===== src/rtl/hazard_controller.sv =====
// Hazard controller for a five-stage pipeline: operand forwarding, load-use
// stalls, branch flushes, memory-wait freezing with a timeout-to-HALT FSM,
// and saturating stall/flush event counters.
module hazard_controller #(
    parameter int MEM_TIMEOUT = 16
) (
    input  logic       clk,
    input  logic       rst,
    input  logic [4:0] Rs1D,
    input  logic [4:0] Rs2D,
    input  logic [4:0] Rs1E,
    input  logic [4:0] Rs2E,
    input  logic [4:0] RdE,
    input  logic [4:0] RdM,
    input  logic [4:0] RdW,
    input  logic       RegWriteM,
    input  logic       RegWriteW,
    input  logic [1:0] ResultSrcE,
    input  logic       PCSrcE,
    input  logic       MemReqM,
    input  logic       MemReadyM,
    output logic [1:0] ForwardAE,
    output logic [1:0] ForwardBE,
    output logic       StallF,
    output logic       StallD,
    output logic       StallE,
    output logic       StallM,
    output logic       FlushD,
    output logic       FlushE,
    output logic       FlushW,
    output logic       halted,
    output logic [15:0] stall_cnt,
    output logic [15:0] flush_cnt
);

    typedef enum logic [1:0] {
        ST_RUN,
        ST_WAIT,
        ST_HALT
    } state_t;

    // Busy count at which one more busy cycle escalates to HALT.
    localparam logic [7:0] WAIT_LIMIT = 8'(MEM_TIMEOUT - 1);

    state_t     state;
    state_t     state_next;
    logic [7:0] wait_cnt;
    logic       mem_busy;
    logic       freeze;
    logic       lw_stall;
    logic       any_stall;
    logic       flush_event;

    assign mem_busy    = MemReqM & ~MemReadyM;
    assign freeze      = mem_busy | (state == ST_HALT);
    assign lw_stall    = (ResultSrcE == 2'b01) && (RdE != 5'd0) &&
                         ((RdE == Rs1D) || (RdE == Rs2D));
    assign any_stall   = StallF | StallD | StallE | StallM;
    assign flush_event = (FlushD | FlushE) & ~freeze;
    // Reset masks the sticky flag so it drops as soon as reset is applied.
    assign halted      = (state == ST_HALT) && !rst;

    // Forwarding select: the younger Memory-stage result wins over Writeback.
    always_comb begin
        ForwardAE = 2'b00;
        ForwardBE = 2'b00;
        if (!rst) begin
            if (RegWriteM && (RdM != 5'd0) && (RdM == Rs1E))
                ForwardAE = 2'b10;
            else if (RegWriteW && (RdW != 5'd0) && (RdW == Rs1E))
                ForwardAE = 2'b01;
            if (RegWriteM && (RdM != 5'd0) && (RdM == Rs2E))
                ForwardBE = 2'b10;
            else if (RegWriteW && (RdW != 5'd0) && (RdW == Rs2E))
                ForwardBE = 2'b01;
        end
    end

    // Stall/flush generation; a freeze holds every stage so a pending branch stays in Execute.
    always_comb begin
        StallF = 1'b0;
        StallD = 1'b0;
        StallE = 1'b0;
        StallM = 1'b0;
        FlushD = 1'b0;
        FlushE = 1'b0;
        FlushW = 1'b0;
        if (rst) begin
            FlushD = 1'b1;
            FlushE = 1'b1;
            FlushW = 1'b1;
        end else if (freeze) begin
            StallF = 1'b1;
            StallD = 1'b1;
            StallE = 1'b1;
            StallM = 1'b1;
            FlushW = 1'b1;
        end else begin
            StallF = lw_stall & ~PCSrcE;
            StallD = lw_stall & ~PCSrcE;
            FlushD = PCSrcE;
            FlushE = PCSrcE | lw_stall;
        end
    end

    // Next-state logic for the memory-wait FSM; HALT is only left through reset.
    always_comb begin
        state_next = state;
        case (state)
            ST_RUN: begin
                if (mem_busy)
                    state_next = (wait_cnt == WAIT_LIMIT) ? ST_HALT : ST_WAIT;
            end
            ST_WAIT: begin
                if (!mem_busy)
                    state_next = ST_RUN;
                else if (wait_cnt == WAIT_LIMIT)
                    state_next = ST_HALT;
            end
            ST_HALT: state_next = ST_HALT;
            default: state_next = ST_RUN;
        endcase
    end

    // State register and consecutive-busy counter (saturates so a long HALT cannot wrap it).
    always_ff @(posedge clk) begin
        if (rst) begin
            state    <= ST_RUN;
            wait_cnt <= 8'd0;
        end else begin
            state <= state_next;
            if (!mem_busy)
                wait_cnt <= 8'd0;
            else if (wait_cnt != 8'hFF)
                wait_cnt <= wait_cnt + 8'd1;
        end
    end

    // Saturating event counters; flushes only count when the pipeline is moving.
    always_ff @(posedge clk) begin
        if (rst) begin
            stall_cnt <= 16'd0;
            flush_cnt <= 16'd0;
        end else begin
            if (any_stall && (stall_cnt != 16'hFFFF))
                stall_cnt <= stall_cnt + 16'd1;
            if (flush_event && (flush_cnt != 16'hFFFF))
                flush_cnt <= flush_cnt + 16'd1;
        end
    end

endmodule

===== config.mk =====
export PLATFORM = sky130hd
export DESIGN_NAME = hazard_controller
export DESIGN_NICKNAME = d
export VERILOG_FILES = /design/src/rtl/hazard_controller.sv
export SDC_FILE = /design/constraint.sdc
export NUM_CORES = 1
export LEC_CHECK = 0
export CORE_MARGIN = 8
export CORE_UTILIZATION = 45
export DETAILED_ROUTE_END_ITERATION = 8
export PLACE_DENSITY = 0.86
export SKIP_CTS_REPAIR_TIMING = 1
export SLEW_MARGIN = 20
export SYNTH_ARGS = -nofsm -noshare
export SYNTH_HDL_FRONTEND = slang
export SYNTH_SLANG_ARGS = --single-unit

===== constraint.sdc =====
create_clock -name clk -period 5 [get_ports clk]
set_input_delay 1.5 -clock clk [delete_from_list [all_inputs] [get_ports clk]]
set_output_delay 1.5 -clock clk [all_outputs]
set_load 0.01 [all_outputs]

# Word level (Yosys, flattened, before mapping)
# Index checks and enable logic that the tools add are counted.
dict set report classes {
  bitwise_logic 12
  eq_ne 15
  n_addsub 3
  muxes 20
  reduce_logical 19
}
# op n
set ops {}
lappend ops {{16-bit by 1-bit adder with 16-bit output (second input constant)} 2}
lappend ops {{16-bit inequality test (second input constant)} 2}
lappend ops {{5-bit equality test} 6}
lappend ops {{2-bit 2-to-1 mux} 8}
lappend ops {{5-bit nonzero test} 3}
lappend ops {{1-bit logical AND} 11}
lappend ops {{1-bit 2-to-1 mux} 11}
lappend ops {{8-bit by 1-bit adder with 8-bit output (second input constant)} 1}
lappend ops {{8-bit by 4-bit equality test with 1-bit output (second input constant)} 1}
lappend ops {{8-bit inequality test (second input constant)} 1}
lappend ops {{2-bit case mux with 3 select lines} 1}
lappend ops {{1-bit bitwise OR} 5}
lappend ops {{2-bit by 1-bit equality test with 1-bit output (second input constant)} 2}
lappend ops {{1-bit inverter} 4}
lappend ops {{1-bit AND} 3}
lappend ops {{3-bit inequality test (second input constant)} 1}
lappend ops {{2-bit equality test (second input constant)} 1}
lappend ops {{2-bit logical NOT} 1}
lappend ops {{2-bit inequality test (second input constant)} 1}
lappend ops {{2-bit AND reduction} 1}
lappend ops {{2-bit OR reduction} 1}
lappend ops {{1-bit logical NOT} 1}
lappend ops {{1-bit logical OR} 1}
dict set report totals {
  register_bits 42
  inputBits 44
}

# Depth between registers and ports, before layout
dict set report depth {
  depth_word 9
  depth_mapped 9
  ltp_nobuf 7
}

# Least setup slack after synthesis
# OpenSTA, ideal clock, no wires.
dict set report synth_path {
  path_type {in2out}
  start {input port RdE[4]}
  end {output port StallF}
  path_stages 6
  arrival_time_ps 2892
  setup_slack_ps 608
  path_cell_list {xnor2_1 > nand3_1 > o22ai_1 > nand2b_1 > o311ai_0 > buf_4}
}
dict set report synth_between {
  elab_chain_cells 6
  elab_cells_between_ends 9
  cone_classes {2 x eq/ne; 2 x mux; 1 x bitwise; 4 x reduce/logical}
}
# element line
set synth_lines {}
lappend synth_lines {{start, declared} 13} ;# input logic [4:0] RdE,
lappend synth_lines {{5-bit equality test / 5-bit nonzero test (equally long branches)} {57, 56}}
lappend synth_lines {{1-bit logical OR / 1-bit logical AND (equally long branches)} {57, 56}}
lappend synth_lines {{1-bit logical AND (*)} 56} ;# assign lw_stall = (ResultSrcE == 2'b01) && (RdE != 5'd0) &&
lappend synth_lines {{1-bit AND (*)} --}
lappend synth_lines {{1-bit 2-to-1 mux (*) (2 in series)} --}
lappend synth_lines {{end, declared} 24} ;# output logic StallF,
# Mark *: on every way between the ends. The rest lies on a longest branch, timed or not.

# Worst setup path after layout
dict set report layout_path {
  start {input port rst}
  end {output port StallE}
}
dict set report layout_between {
  elab_chain_cells 1
}
# element line
set layout_lines {}
lappend layout_lines {{start, declared} 8} ;# input logic rst,
lappend layout_lines {{1-bit 2-to-1 mux} 88} ;# if (rst) begin
lappend layout_lines {{end, declared} 26} ;# output logic StallE,
# No other way between the ends.

==> results.yml <==
outcome:
  outcome: "finished clean"
power_and_ir_drop:
  power.density_nw_per_um2: 203
  peakVddDrop_mv: 0.125
  power_w: 0.000737
  p_leak_nw: 1.26
setup_path:
  path_common_cell: "clkdlybuf4s50_1"
  required_ns: 3.50
  crit_type: "in -> out"
  crit_fanout: 13
  crit_arrival_ns: 3.34
  worst-path-buf-inv: 3
  crit_chain: "clkdlybuf4s50_1 > buf_4 > or3b_1 > nand2_2 > clkdlybuf4s50_1"
  slowest_delay_ns: 0.56
  worst-path-stages: 5
  crit_family: "buffers and inverters"
  critPathLaunchType: "primary input"
  crit_path_end_kind: "primary output"
  reg2reg_slack_ns: 2.69
  reg2regPathDepth: 8
  slowest_stage: "clkdlybuf4s50_1"
final_layout:
  multi_input_area_um2: 1520
  fillers: 453
  post-route-util_pct: 67.0
  drive_gt1_share_pct: 8.25
  seq_area_um2: 841
  area.growth.synth_to_final_pct: 46.2
  nets: 458
  antenna_cells: 0
  finalNonFillerCells: 484
synth:
  synth_nets: 359
  synthXorXnorAreaFrac_pct: 12.4
  synth_edf_count: 0
  synth_top_family_by_area: "simple AND/OR/NAND/NOR gates"
  synth_largest_area_cell: "dfxtp_1"
  async_flop_share_pct: 0
  synth_fa_ha_area_share_pct: 1.51
  avgSynthCellArea_um2: 7.94
  synth.distinct_cells: 40
  yosys.area_share.simple_pct: 29.7
  synth_compound_area_share_pct: 16.9
  yosys.area.top_type_share_pct: 33.9
  netlist_instances: 312
  synthTopCellsByCount: "dfxtp_1 (42), a21oi_1 (32), o21ai_0 (25), or3_1 (25)"
  seq_area_frac_synth_pct: 33.9
  synth.most_common_cell: "dfxtp_1"
  yosys_warnings: 0
  synth.ff_latch_count: 42
  synth_area_um2: 2480
  synth_top_flop_cell: "dfxtp_1"
  synth_area_leaders: "dfxtp_1 (34%), xnor2_1 (8.5%), a21oi_1 (6.5%), or3_1 (6.3%), o21ai_0 (5.0%)"
  muxShareOfSynthArea_pct: 0.808
clock_network:
  insertion_delay_ns: 0.30
  clkSinkCount: 42
  cts_tree: "done"
  cts_max_path_buffers: 2
  clk_pin_slew_ns: 0.08
  htree_levels: 2
  cts_buffers: 5
  root_buffer: "clkbuf_8"
timing:
  hold_violations: 0
  period_minus_slack_ns: 4.84
  setup_tns_ns: 0
  worstMarginPinSlew_ns: 0.509
  slew-limit-headroom_pct: 65.8
  period_share_pct: 96.9
  max_freq_mhz: 206
  rsz0062_at_grt: "false"
  slew_viol_final: 0
  finClkSkew_ns: 0.0116
  setup_violations: 0
place:
  portBuffers: 87
  dpl.hpwl_mm: 5.49
  gp_congestion: 0.806
  placed_cells: 476
die:
  start_util_pct: 45.9
  die_h_um: 90.2
  rows: 27
  die_w_um: 90.2
  design.core.area_um2: 5410
  io_pins: 88
  die_area_um2: 8140
min_path:
  min_path_cells: 2
  hold_path.class: "reg -> reg"
route:
  drc_errors: 0
  routed-via-count: 2657
  avgRoutedWirePerCell_um: 14.8
  viasPerCell: 5.49
  ant_nets: 0
  drt_iter0_drc: 86
  drtPass1Iterations: 4
  wl_mm: 7.15
global_route:
  track_usage_pct: 17.2
  grt_pass1_vias: 2569
  antenna_found_initial: 0
  grt_pass1_wl_mm: 11.9
  grt-ovfl-total: 0
  grt_max_degree: 31
job:
  maxCapViolCount: 0
-- final cells by class --
type                            count  area share (%)
Clock inverter                      2            1.04
Timing Repair Buffer              107            28.5
Sequential cell                    42            23.2
Inverter                            8           0.829
Tap cell                           72            2.49
Multi-Input combinational cell    247            41.9
Clock buffer                        6            2.00
-- logic make-up (layout without fill, tap and decap cells) --
kind of cell | Yosys count | after routing
AND/OR/NAND/NOR | 133 | 133
AO/OA/AOI/OAI | 74 | 74
flip-flops | 42 | 42
XOR/XNOR | 35 | 35
buffers and inverters | 23 | 123
adder cells (fa/ha/maj) | 3 | 3
multiplexers | 2 | 2
-- flip-flops by register name, summed over array words and instances, names as in the netlist --
register   count
stall_cnt     16
wait_cnt       8
state          2
flush_cnt     16
-- worst paths after layout --
kind,to,startpoint
min,stall_cnt[15]$_SDFFE_PP0P_,stall_cnt[15]$_SDFFE_PP0P_
max reg2reg,stall_cnt[13]$_SDFFE_PP0P_,stall_cnt[0]$_SDFFE_PP0P_
min reg2reg,stall_cnt[15]$_SDFFE_PP0P_,stall_cnt[15]$_SDFFE_PP0P_
max,StallE,rst
-- stage by stage --
| stage | hold slack [ns] | area, µm² | setup slack (ns) |
|---|---|---|---|
| finish | 0.492 | 3620 | 0.155 |
| global route | 0.520 | 3620 | 0.0704 |
| floorplan | 0.436 | 2480 | 0.608 |
| CTS | 0.493 | 3610 | -0.165 |
| detailed placement | 0.482 | 3500 | -0.149 |
| global placement | 0.455 | 3500 | -0.0909 |
-- power by group --
| group | internal (W) | switching, W |
|---|---|---|
| combinational | 0.0000742 | 0.0000539 |
| clock | 0.000149 | 0.000117 |
| sequential | 0.000338 | 0.00000511 |
-- layer usage --
layer,vias up,wire length (µm),GRT usage (%)
met3,9,657,7.81
met1,1225,2920,18.8
met5,-,0,0
met2,92,3490,29.4
met4,0,89,4.85
li1,1331,-,-
-- layout by cell type (no fill, tap or decap), types with 2 or more instances in the layout --
cell | netlist | layout
or4_1 | 9 | 9
nor4_1 | 6 | 6
nand3_1 | 19 | 19
o31ai_1 | 6 | 6
a21oi_1 | 32 | 32
clkbuf_8 | 0 | 5
inv_1 | 8 | 8
clkdlybuf4s50_1 | 0 | 82
and3_4 | 2 | 2
nor2b_1 | 2 | 2
ha_1 | 3 | 3
and3_1 | 4 | 4
dlymetal6s2s_1 | 0 | 5
xnor2_1 | 24 | 24
o22ai_1 | 2 | 2
and2_1 | 2 | 2
xor2_1 | 11 | 11
a211oi_1 | 2 | 2
buf_4 | 2 | 20
nand4_1 | 5 | 5
dfxtp_1 | 42 | 42
nand2_1 | 24 | 24
or3_1 | 25 | 25
a31oi_1 | 2 | 2
and4_1 | 4 | 4
or3b_1 | 2 | 2
mux2i_1 | 2 | 2
nor3_1 | 10 | 10
o21ai_0 | 25 | 24
nor2_1 | 15 | 15
-- worst min-delay path: cells and delay by family, from the launching register on --
family	cells	cell delay, ns
AO/OA/AOI/OAI	2	0.11
flip-flops	1	0.33
Power figures use the tool's default switching activity.
